### src/rtl/register_pipe_pkg.sv
// register_pipe_pkg: shared clog2 helper for sizing the occupancy counter
package register_pipe_pkg;

   function automatic int clog2(input int v);
      int r;
      r = 0;
      while ((1 << r) < v) r++;
      return r;
   endfunction

endpackage

### src/rtl/register_pipe_if.sv
// register_pipe_if: control, data and status bundle between a source and the pipeline
interface register_pipe_if #(
   parameter int n     = 8,
   parameter int DEPTH = 4
);
   import register_pipe_pkg::*;

   localparam int OCC_W = clog2(DEPTH + 1);

   logic             enable;
   logic             clear;
   logic             in_valid;
   logic [n-1:0]     in;
   logic             out_valid;
   logic [n-1:0]     out;
   logic [OCC_W-1:0] occupancy;

   modport master (output enable, clear, in_valid, in, input out_valid, out, occupancy);
   modport slave  (input enable, clear, in_valid, in, output out_valid, out, occupancy);

endinterface

### src/rtl/register_pipe_stage.sv
// pipe_stage: one data+valid register with load enable, valid flush and optional data gating
module pipe_stage #(
   parameter int           n         = 8,
   parameter logic [n-1:0] RESET_VAL = '0,
   parameter bit           GATE_DATA = 1'b0
) (
   input  logic         clk,
   input  logic         reset,
   input  logic         en_i,
   input  logic         clr_i,
   input  logic         v_i,
   input  logic [n-1:0] d_i,
   output logic         v_o,
   output logic [n-1:0] d_o
);

   logic [n-1:0] data_q, data_d;
   logic         valid_q, valid_d;

   // clear only drops valid; data follows enable and, when gated, the incoming valid
   always_comb begin
      valid_d = clr_i ? 1'b0 : en_i ? v_i : valid_q;
      data_d  = (en_i && !clr_i && (v_i || !GATE_DATA)) ? d_i : data_q;
   end

   // stage registers, asynchronously returned to their reset word
   always_ff @(posedge clk or negedge reset) begin
      if (!reset) begin
         data_q  <= RESET_VAL;
         valid_q <= 1'b0;
      end else begin
         data_q  <= data_d;
         valid_q <= valid_d;
      end
   end

   assign d_o = data_q;
   assign v_o = valid_q;

endmodule

### src/rtl/register_pipe.sv
// register_pipe: DEPTH-stage stallable, flushable delay line with valid tracking and occupancy
module register_pipe
   import register_pipe_pkg::*;
#(
   parameter int           n         = 8,
   parameter int           DEPTH     = 4,
   parameter logic [n-1:0] RESET_VAL = '0,
   parameter bit           GATE_DATA = 1'b0
) (
   input  logic           clk,
   input  logic           reset,
   register_pipe_if.slave bus
);

   localparam int OCC_W = clog2(DEPTH + 1);

   logic [DEPTH:0][n-1:0] data_w;
   logic [DEPTH:0]        valid_w;
   logic [OCC_W-1:0]      occ_q, occ_d;

   assign data_w[0]  = bus.in;
   assign valid_w[0] = bus.in_valid;

   for (genvar g = 0; g < DEPTH; g++) begin : stg
      pipe_stage #(.n(n), .RESET_VAL(RESET_VAL), .GATE_DATA(GATE_DATA)) u_stage (
         .clk   (clk),
         .reset (reset),
         .en_i  (bus.enable),
         .clr_i (bus.clear),
         .v_i   (valid_w[g]),
         .d_i   (data_w[g]),
         .v_o   (valid_w[g+1]),
         .d_o   (data_w[g+1])
      );
   end

   // count words entering minus the word leaving the last stage on each advance
   always_comb
      occ_d = bus.clear  ? '0 :
              bus.enable ? occ_q + OCC_W'(valid_w[0]) - OCC_W'(valid_w[DEPTH]) :
                           occ_q;

   // occupancy register, emptied with the stages on reset
   always_ff @(posedge clk or negedge reset) begin
      if (!reset) occ_q <= '0;
      else        occ_q <= occ_d;
   end

   assign bus.out       = data_w[DEPTH];
   assign bus.out_valid = valid_w[DEPTH];
   assign bus.occupancy = occ_q;

   a_occ_popcount: assert property (@(posedge clk) disable iff (!reset)
      int'(occ_q) == $countones(valid_w[DEPTH:1]));
   a_occ_bound: assert property (@(posedge clk) disable iff (!reset)
      int'(occ_q) <= DEPTH);

endmodule

### src/flat_wrapper.sv
// flat-port wrapper written by rule: the top's interface ports become plain ports
module register_pipe_flat import register_pipe_pkg::*;
#(
   parameter int           n         = 8,
   parameter int           DEPTH     = 4,
   parameter logic [n-1:0] RESET_VAL = '0,
   parameter bit           GATE_DATA = 1'b0
)
  (clk, reset, bus_enable, bus_clear, bus_in_valid, bus_in, bus_out_valid, bus_out, bus_occupancy);
  register_pipe_if #(.n(n), .DEPTH(DEPTH)) bus_i ();
  input  logic clk;
  input  logic reset;
  input wire logic [$bits(bus_i.enable)-1:0] bus_enable;
  input wire logic [$bits(bus_i.clear)-1:0] bus_clear;
  input wire logic [$bits(bus_i.in_valid)-1:0] bus_in_valid;
  input wire logic [$bits(bus_i.in)-1:0] bus_in;
  output wire logic [$bits(bus_i.out_valid)-1:0] bus_out_valid;
  output wire logic [$bits(bus_i.out)-1:0] bus_out;
  output wire logic [$bits(bus_i.occupancy)-1:0] bus_occupancy;
  assign bus_i.enable = bus_enable;
  assign bus_i.clear = bus_clear;
  assign bus_i.in_valid = bus_in_valid;
  assign bus_i.in = bus_in;
  assign bus_out_valid = bus_i.out_valid;
  assign bus_out = bus_i.out;
  assign bus_occupancy = bus_i.occupancy;
  register_pipe #(.n(n), .DEPTH(DEPTH), .RESET_VAL(RESET_VAL), .GATE_DATA(GATE_DATA)) u_core (.clk(clk), .reset(reset), .bus(bus_i));
endmodule
### config.mk
export PLATFORM = sky130hd
export DESIGN_NAME = register_pipe_flat
export DESIGN_NICKNAME = d
export VERILOG_FILES = /design/src/rtl/register_pipe_pkg.sv /design/src/rtl/register_pipe_if.sv /design/src/rtl/register_pipe_stage.sv /design/src/rtl/register_pipe.sv /design/src/flat_wrapper.sv
export SDC_FILE = /design/constraint.sdc
export NUM_CORES = 1
export LEC_CHECK = 0
export CAP_MARGIN = 20
export CELL_PAD_IN_SITES_DETAIL_PLACEMENT = 0
export CELL_PAD_IN_SITES_GLOBAL_PLACEMENT = 2
export CORE_MARGIN = 5
export CORE_UTILIZATION = 40
export CTS_BUF_LIST = sky130_fd_sc_hd__clkbuf_4 sky130_fd_sc_hd__clkbuf_8
export CTS_CLUSTER_DIAMETER = 80
export DETAILED_ROUTE_END_ITERATION = 8
export PLACE_DENSITY = 0.91
export SLEW_MARGIN = 20
export SYNTH_ARGS = -nofsm -noshare
export SYNTH_HDL_FRONTEND = slang
export SYNTH_SLANG_ARGS = --single-unit
### constraint.sdc
create_clock -name clk -period 2.5 [get_ports clk]
set_input_delay 0.25 -clock clk [delete_from_list [all_inputs] [get_ports clk]]
set_output_delay 0.25 -clock clk [all_outputs]
set_load 0.02 [all_outputs]
==> results.json <==
{
  "ys_top_cells_by_area": "dfrtp_1, mux2_4, buf_12, buf_4, mux2i_1",
  "cts-root-buf": "clkbuf_8",
  "worst-setup-path-type": "reg -> reg",
  "fin_crit_ps": 1910,
  "synth.ff_latch_count": 39,
  "min_path_type": "in -> async",
  "numCtsBuffers": 5,
  "cts_setup_buffers": 0,
  "setup_ws_ps": 585,
  "viasPerCell": 4.64,
  "r2r_cells": 9,
  "syn_to_final_growth_pct": 16.7,
  "synth-warning-count": 0,
  "tritoncts": "yes",
  "power_leakage_nw": 0.974,
  "status": "completed",
  "grt_pass1_vias": 902,
  "vdd_drop_max_uv": 384,
  "antenna_cells": 0,
  "die_w_um": 76.8,
  "synth_area_per_cell_sq_um": 16.4,
  "worstPathRequired_ps": 2680,
  "critPathCaptureType": "register",
  "final_hold_viol_count": 0,
  "clockBufferDepth": 2,
  "portBuffers": 24,
  "firstDrtPassIters": 3,
  "drt_wl_total_um": 2560,
  "reg2reg_slack_ps": 590,
  "synth_nets": 125,
  "synth_area_sq_mm": 0.00179,
  "fin_skew_ps": 5.29,
  "vias": 845,
  "crit_top_cell": "inv_1",
  "path_cells": "inv_1 > ha_1 > inv_1 > ha_1 > inv_1 > fa_1 > xor2_1 > a21oi_1 > a31o_2",
  "crit_slowest_cell": "dfrtp_1",
  "grt_max_degree": 40,
  "worst_pin_slew_ps": 829,
  "overflow": 0,
  "antenna_found_initial": 0,
  "rsz0062_at_grt": "false",
  "synthCells": 109,
  "num_rows": 24,
  "path_max_fanout": 3,
  "cts_resized": 0,
  "ios": 25,
  "crit_arrival_ps": 2090,
  "wl_per_cell_um": 14.0,
  "maxSlewViolCount": 0,
  "drv_cap": 0,
  "layout-drive-gt1-share": 0.354,
  "fillerInstances": 366,
  "die_y_um": 76.8,
  "start_util": 0.410,
  "r2r_start": "u_core.bus.occupancy[0]",
  "fin_crit_sh": 0.766,
  "postCtsHoldBufs": 0,
  "synth_cell_type_count": 17,
  "fmax_mhz": 522,
  "globalRouteTotalUtil": 0.0946,
  "grt_first_pass_wirelength_um": 4350,
  "power_density_mw_per_mm2": 884,
  "cts_sinks": 39,
  "r2r_end": "u_core.bus.occupancy[2]",
  "path_clk_slew_ps": 70,
  "clock_latency_ps": 280,
  "synth.top_cell.area_share": 0.547,
  "ys_seq_area_frac": 0.547,
  "setup_tns_ps": 0,
  "ant_nets": 0,
  "final_nets": 145,
  "synth_largest_area_cell": "dfrtp_1",
  "drtIter0Drc": 30,
  "core_area_sq_mm": 0.00435,
  "setup_viol": 0,
  "die-area_sq_mm": 0.00590,
  "worst_setup_path_start_kind": "register",
  "gp_congestion": 0.667,
  "drc_errors": 0,
  "max_stage_delay_ps": 370,
  "dp_hpwl_um": 1770,
  "h-tree-depth": 2,
  "relSlewSlack": 0.447,
  "preCtsSetupSlack_ps": 557
}
routing by layer:
layer / global-route usage / vias up / part of all wire
li1: - / 394 / -
met1: 0.120 / 424 / 0.48
met2: 0.138 / 22 / 0.44
met3: 0.0433 / 5 / 0.061
met4: 0.0420 / 0 / 0.020
met5: 0 / - / 0
through the flow:
stage / hold WS (ps) / cells / power [mW] / instance area, sq um / util
after floorplan: -45.6 / 109 / 1.28 / 1790 / -
final: 58.1 / 182 / 1.84 / 2080 / 0.478
after global placement: 382 / 174 / 1.38 / 1980 / 0.455
after global routing: 133 / 182 / 1.94 / 2080 / 0.478
after detailed placement: 408 / 174 / 1.39 / 1980 / 0.455
after CTS: 90.1 / 182 / 1.87 / 2080 / 0.478
worst max path at each step:
stage	end	start	slack, ps	cells after the start
2_1_floorplan	u_core.bus.occupancy[2]	u_core.bus.occupancy[0]	570	9
3_3_place_gp	u_core.bus.occupancy[2]	bus_in_valid	600	7
3_5_place_dp	u_core.bus.occupancy[2]	bus_in_valid	560	7
4_1_cts	u_core.bus.occupancy[2]	u_core.bus.occupancy[0]	580	9
5_1_grt	u_core.bus.occupancy[2]	u_core.bus.occupancy[0]	400	9
6_report	u_core.bus.occupancy[2]	u_core.bus.occupancy[0]	590	9
worst max-delay path: cells and delay by family, from the launching register on:
| kind | cells | cell delay [ps] |
|---|---|---|
| adder cells (fa/ha/maj) | 3 | 780 |
| flip-flops | 1 | 370 |
| AO/OA/AOI/OAI | 2 | 310 |
| XOR/XNOR | 1 | 200 |
| buffers and inverters | 3 | 160 |
state kept, by name, summed over array words and instances (netlist names):
name and count:
u_core.stg.u_stage.d_o 32, u_core.stg.u_stage.v_o 4, u_core.bus.occupancy 3
synth_stat cells:
master	n
a211oi_1	1
a21oi_1	1
a31o_2	1
buf_12	3
buf_4	8
buf_6	3
dfrtp_1	39
fa_1	1
ha_1	2
inv_1	3
mux2_2	2
mux2_4	30
mux2i_1	5
nand2b_1	1
nor2_1	7
nor2b_4	1
xor2_1	1
layout by cell type (no fill, tap or decap), types with 2 or more instances in the layout:
cell / instances
ha_1: 2
mux2_4: 30
dfrtp_1: 39
inv_1: 3
nor2_1: 7
clkdlybuf4s50_1: 23
buf_12: 2
mux2_2: 2
clkbuf_8: 7
mux2i_1: 5
cells by family after synthesis:
group / share of synthesized area
mux: 0.293
xor+xnor: 0.00491
simple gates: 0.0259
compound gates: 0.0119
buf+inv: 0.0925
fa+ha+maj: 0.0252
flops: 0.547
area by class of cell:
class / count / area (sq um) / share of cell area
flip-flops and latches: 39 / 976 / 0.468
multi-input cells: 53 / 644 / 0.309
repair buffers: 27 / 283 / 0.136
clock buffers: 8 / 104 / 0.0498
well taps: 52 / 65.1 / 0.0312
inverters: 3 / 11.3 / 0.00541
where the power goes:
group / total [mW] / internal, mW / switching [mW] / leakage, nW
registers: 0.877 / 0.786 / 0.0914 / 0.474
logic: 0.501 / 0.324 / 0.176 / 0.445
clock network: 0.463 / 0.262 / 0.201 / 0.0549
Power figures use the tool's default switching activity.
==> edit 1: new RTL, same flow settings <==
`GATE_DATA` is set to 1'b0 in 3 places; all go to 1'b1.
--- a/src/rtl/register_pipe_stage.sv
+++ b/src/rtl/register_pipe_stage.sv
@@ -2,7 +2,7 @@
 module pipe_stage #(
    parameter int           n         = 8,
    parameter logic [n-1:0] RESET_VAL = '0,
-   parameter bit           GATE_DATA = 1'b0
+   parameter bit           GATE_DATA = 1'b1
 ) (
    input  logic         clk,
    input  logic         reset,
--- a/src/rtl/register_pipe.sv
+++ b/src/rtl/register_pipe.sv
@@ -5,7 +5,7 @@
    parameter int           n         = 8,
    parameter int           DEPTH     = 4,
    parameter logic [n-1:0] RESET_VAL = '0,
-   parameter bit           GATE_DATA = 1'b0
+   parameter bit           GATE_DATA = 1'b1
 ) (
    input  logic           clk,
    input  logic           reset,
--- a/src/flat_wrapper.sv
+++ b/src/flat_wrapper.sv
@@ -4,7 +4,7 @@
    parameter int           n         = 8,
    parameter int           DEPTH     = 4,
    parameter logic [n-1:0] RESET_VAL = '0,
-   parameter bit           GATE_DATA = 1'b0
+   parameter bit           GATE_DATA = 1'b1
 )
   (clk, reset, bus_enable, bus_clear, bus_in_valid, bus_in, bus_out_valid, bus_out, bus_occupancy);
   register_pipe_if #(.n(n), .DEPTH(DEPTH)) bus_i ();
Behaviour: not the same (Yosys sat finds a counterexample within 10 cycles, from zero or initial values and one cycle with reset low).
==> edit 1 against the original RTL <==
  * Cell area increased by 2.7%
  * Total power decreased by 14%
  * Non-clock buffer count decreased by 2
  * Clock skew about the same
  * Routed wire length increased by 1.6%
  * Critical path type unchanged
  * Fmax decreased by 2.6%
  * Via count increased by 0.12%
  * Global-route usage increased by 0.50 points
  * Sequential cell count unchanged
  * Synthesized area increased by 1.8%
  * Worst setup slack got worse by 0.050 ns
  * Clock power increased by 11%
  * First-iteration DRC count increased by 6.7%
  * Largest cell class unchanged
==> edit 1: results (changes against the original RTL) <==
Pwr
  • Seq. pwr: 811 uW (-7.5%)
  • Cell Int Power: 1220 uW (-11%)
  • Power Clock: 514 uW (+11%)
  • Maximum vdd drop: 343 uV (-11%)
  • P_leak: 0.00107 uW (+9.7%)

Final layout
  • Fillers: 358 (-2.2%)
  • Nets: 147 (+1.4%)
  • Layout cell share with drive strength beyond 1: 0.364 (+0.00979)

Clock network
  • H-tree Lvls: 2 (unchanged)

Drt
  • Via density per instance: 4.60 (-0.97%)
  • Initial DRC Count: 32 (+6.7%)
  • Routed len/inst: 14.1 um (+0.46%)

Synth
  • Syn nets: 126 (+0.80%)
  • Sequential share of the synthesized area: 0.537 (-0.00978)
  • Top cells by area, synth: dfrtp_1, mux2_4, nand2_8
  • Post-synth top cells: dfrtp_1, mux2_4, buf_4, nor2_1, mux2i_1
  • Synth Warn #: 0 (unchanged)

Worst setup path
  • Reg2Reg Setup Slack: 0.54 ns (-0.05 ns)
  • CP peak stage delay: 0.39 ns (+0.02 ns)

GRT
  • Number of global-route vias before repair: 927 (+2.8%)
  • GRT Total Usage: 0.0995 (+0.00498)
  • First-pass GRT wire length: 4.65 mm (+6.8%)

Placement
  • Final GP Congestion: 0.774 (+16%)
  • Post-DP HPWL: 1.97 mm (+11%)
  • Post-DP Area: 0.00203 mm^2 (+2.4%)

Timing
  • Relative slew slack: 0.445 (-0.00286)
  • Clock Skews: 0.00562 ns (+0.000327 ns)

Run status
  • Status: complete, no violations
-- edit 1: routing by layer --
| layer | global-route usage | wire [um] |
|---|---|---|
| met4 | 0.0515 | 65 |
| met5 | 0 | 0 |
| met2 | 0.148 | 1230 |
| met1 | 0.124 | 1180 |
| met3 | 0.0405 | 127 |
-- edit 1: worst reg2reg max path, delay by kind of cell (launching register included) --
family                   cells  cell delay (ns)
XOR/XNOR                     1             0.20
flip-flops                   1             0.39
buffers and inverters        3             0.17
AO/OA/AOI/OAI                2             0.31
adder cells (fa/ha/maj)      3             0.79
-- edit 1: per-stage QoR --
| step | utilization | power [uW] | hold WS (ns) | worst slack [ns] | std cells |
|---|---|---|---|---|---|
| final | 0.488 | 1580 | 0.0628 | 0.535 | 184 |
| after detailed placement | 0.462 | 1090 | 0.404 | 0.378 | 176 |
| after global routing | 0.488 | 1670 | 0.134 | 0.474 | 184 |
| after global placement | 0.462 | 1070 | 0.379 | 0.467 | 176 |
| after CTS | 0.488 | 1610 | 0.0868 | 0.536 | 184 |
| after floorplan | - | 1010 | -0.0456 | 0.572 | 110 |
-- edit 1: kinds of logic after synthesis --
| kind of cell | after synthesis | share of synthesized area |
|---|---|---|
| DFF | 39 | 0.537 |
| muxes | 37 | 0.292 |
| buffers and inverters | 14 | 0.0606 |
| and+or+nand+nor | 13 | 0.0695 |
| AOI/OAI and AO/OA | 3 | 0.0117 |
| adders and majority gates | 3 | 0.0248 |
| xor gates and xnor gates | 1 | 0.00482 |
-- edit 1: cell type report --
class                      count  share of cell area
sequential                    39               0.456
clock inverter                 3              0.0205
tap                           52              0.0304
multi-input combinational     57               0.342
timing repair buffer          25               0.113
inverter                       3             0.00526
clock buffer                   5              0.0322
==> edit 2: new RTL, config.mk and constraints unchanged <==
Made on the original files. Reset style: synchronous (`reset`), changed in 2 clocked blocks. Comments in the files are not updated.
--- a/src/rtl/register_pipe_stage.sv
+++ b/src/rtl/register_pipe_stage.sv
@@ -24,7 +24,7 @@
    end
 
    // stage registers, asynchronously returned to their reset word
-   always_ff @(posedge clk or negedge reset) begin
+   always_ff @(posedge clk) begin
       if (!reset) begin
          data_q  <= RESET_VAL;
          valid_q <= 1'b0;
--- a/src/rtl/register_pipe.sv
+++ b/src/rtl/register_pipe.sv
@@ -41,7 +41,7 @@
                            occ_q;
 
    // occupancy register, emptied with the stages on reset
-   always_ff @(posedge clk or negedge reset) begin
+   always_ff @(posedge clk) begin
       if (!reset) occ_q <= '0;
       else        occ_q <= occ_d;
    end
Function: differs if reset is asserted again (counterexample within 4 cycles, from zero or initial values and one cycle with reset low); with reset held inactive, the same outputs for 10 cycles.
==> edit 2 against the original RTL <==
  * Worst setup slack worse by 0.0050 ns
  * Routed wire length up 8.1%
  * Largest cell class unchanged
  * Die area down 8.4%
  * Highest routed layer unchanged
  * Sequential cell count unchanged
  * Cell area down 8.5%
  * Synthesized area down 9.7%
Power is not compared: it rests on default switching activity, and its combinational part moved more than twofold at a synthesized area within 25%.
==> edit 2: results (changes against the original RTL) <==
Run status
  • Status: complete, no violations

Synth
  • Count of cell types in the netlist: 20 (+3)
  • Synth Warn #: 0 (unchanged)
  • FFs w/ async S/R, synth: 0 (-1.00)
  • Syn nets: 197 (+58%)
  • Post-Synthesis Cells: 181 (+66%)
  • Top cells by area, synth: dfxtp_1, nand2_1, a21boi_1
  • Post-synth top cells: nand2_1, dfxtp_1, a21boi_1, buf_4, nor2_1
  • Sequential share of the synthesized area: 0.484 (-0.0625)
  • Top FF cell, synth: dfxtp_1

Timing
  • Hold_ws: 0.449 ns (+0.391 ns)
  • Actual slew at the worst max-slew pin: 0.331 ns (-0.498 ns)
  • Clock Skews: 0.00493 ns (-0.000356 ns)

Pwr
  • P_leak: 0.000694 uW

GRT
  • Largest net degree at the start of global routing: 34 (-15%)
  • First-pass GRT wire length: 4.96 mm (+14%)
  • GRT Total Usage: 0.120 (+0.0253)
  • Number of global-route vias before repair: 1136 (+26%)

Worst setup path
  • RR Startpoint: u_core.bus.occupancy[0]
  • Crit path max-delay cell type: fa_1
  • Reg-to-Reg End: u_core.bus.occupancy[2]
  • CP peak stage delay: 0.37 ns (about the same)
  • Data arrival time of the critical path: 2.11 ns (+0.02 ns)
  • Path depth of the worst reg2reg path: 9 (unchanged)

Final layout
  • Layout cell share with drive strength beyond 1: 0.0714 (-0.282)
  • Nets: 211 (+46%)
  • Finished Layout Cells: 246 (+35%)

Drt
  • DRT Pass-1 Iters: 4 (+1)
  • Via density per instance: 4.64 (-0.10%)
  • Final wirelength: 2.76 mm (+8.1%)
  • Initial DRC Count: 44 (+47%)

Clock network
  • H-tree Lvls: 2 (unchanged)
  • CTS Buf Count: 5 (unchanged)

Placement
  • Final GP Congestion: 0.687 (+3.0%)
  • Placed Cells: 238 (+37%)
  • Post-DP HPWL: 1.85 mm (+4.5%)

Min path
  • Hold Path Class: flop to flop
-- edit 2: layout make-up --
| cell class | count | area (um^2) |
|---|---|---|
| clock inverters | 2 | 35.0 |
| repair buffers | 27 | 263 |
| multi-input cells | 118 | 668 |
| well taps | 50 | 62.6 |
| clock buffers | 6 | 82.6 |
| fillers | 394 | 2040 |
| inverters | 4 | 15.0 |
| flip-flops and latches | 39 | 781 |
-- edit 2: worst max path at each step --
stage / slack [ns] / from / cells past startpoint / to
after detailed placement: 0.58 / bus_in_valid / 7 / u_core.bus.occupancy[2]
final: 0.58 / u_core.bus.occupancy[0] / 9 / u_core.bus.occupancy[2]
after CTS: 0.57 / u_core.bus.occupancy[0] / 9 / u_core.bus.occupancy[2]
after global placement: 0.62 / bus_in_valid / 7 / u_core.bus.occupancy[2]
after floorplan: 0.57 / u_core.bus.occupancy[0] / 9 / u_core.bus.occupancy[2]
after global routing: 0.46 / u_core.bus.occupancy[0] / 9 / u_core.bus.occupancy[2]
-- edit 2: cells by family after synthesis --
logic type,Yosys count,synth area share
adders and majority gates,3,0.0279
xor gates and xnor gates,1,0.00543
DFF,39,0.484
and+or+nand+nor,74,0.182
muxes,5,0.0310
AOI/OAI and AO/OA,35,0.167
buffers and inverters,24,0.103
-- edit 2: routing by layer --
metal | vias to the layer above | share of wire | track usage | routed length (um)
met5 | - | 0 | 0 | 0
met4 | 0 | 0.027 | 0.0724 | 74
met3 | 7 | 0.054 | 0.0328 | 149
met2 | 23 | 0.46 | 0.191 | 1280
met1 | 517 | 0.46 | 0.143 | 1260
li1 | 594 | - | - | -
-- edit 2: worst reg2reg max path, delay by kind of cell (launching register included) --
family,cells,cell delay [ns]
buffers and inverters,3,0.17
AO/OA/AOI/OAI,2,0.29
XOR/XNOR,1,0.22
flip-flops,1,0.36
adder cells (fa/ha/maj),3,0.80
-- edit 2: through the flow --
stage	power, uW	utilization	cell area [um^2]	setup slack, ns
after global placement	735	0.454	1790	0.618
after global routing	1310	0.484	1910	0.456
final	1260	0.484	1910	0.581
after floorplan	711	-	1610	0.574
after detailed placement	739	0.454	1790	0.577
after CTS	1280	0.484	1910	0.565
-- edit 2: power breakdown --
part	internal [uW]	switching [uW]
clock	323	211
sequential	632	6.22
combinational	42.1	42.3
total	997	259
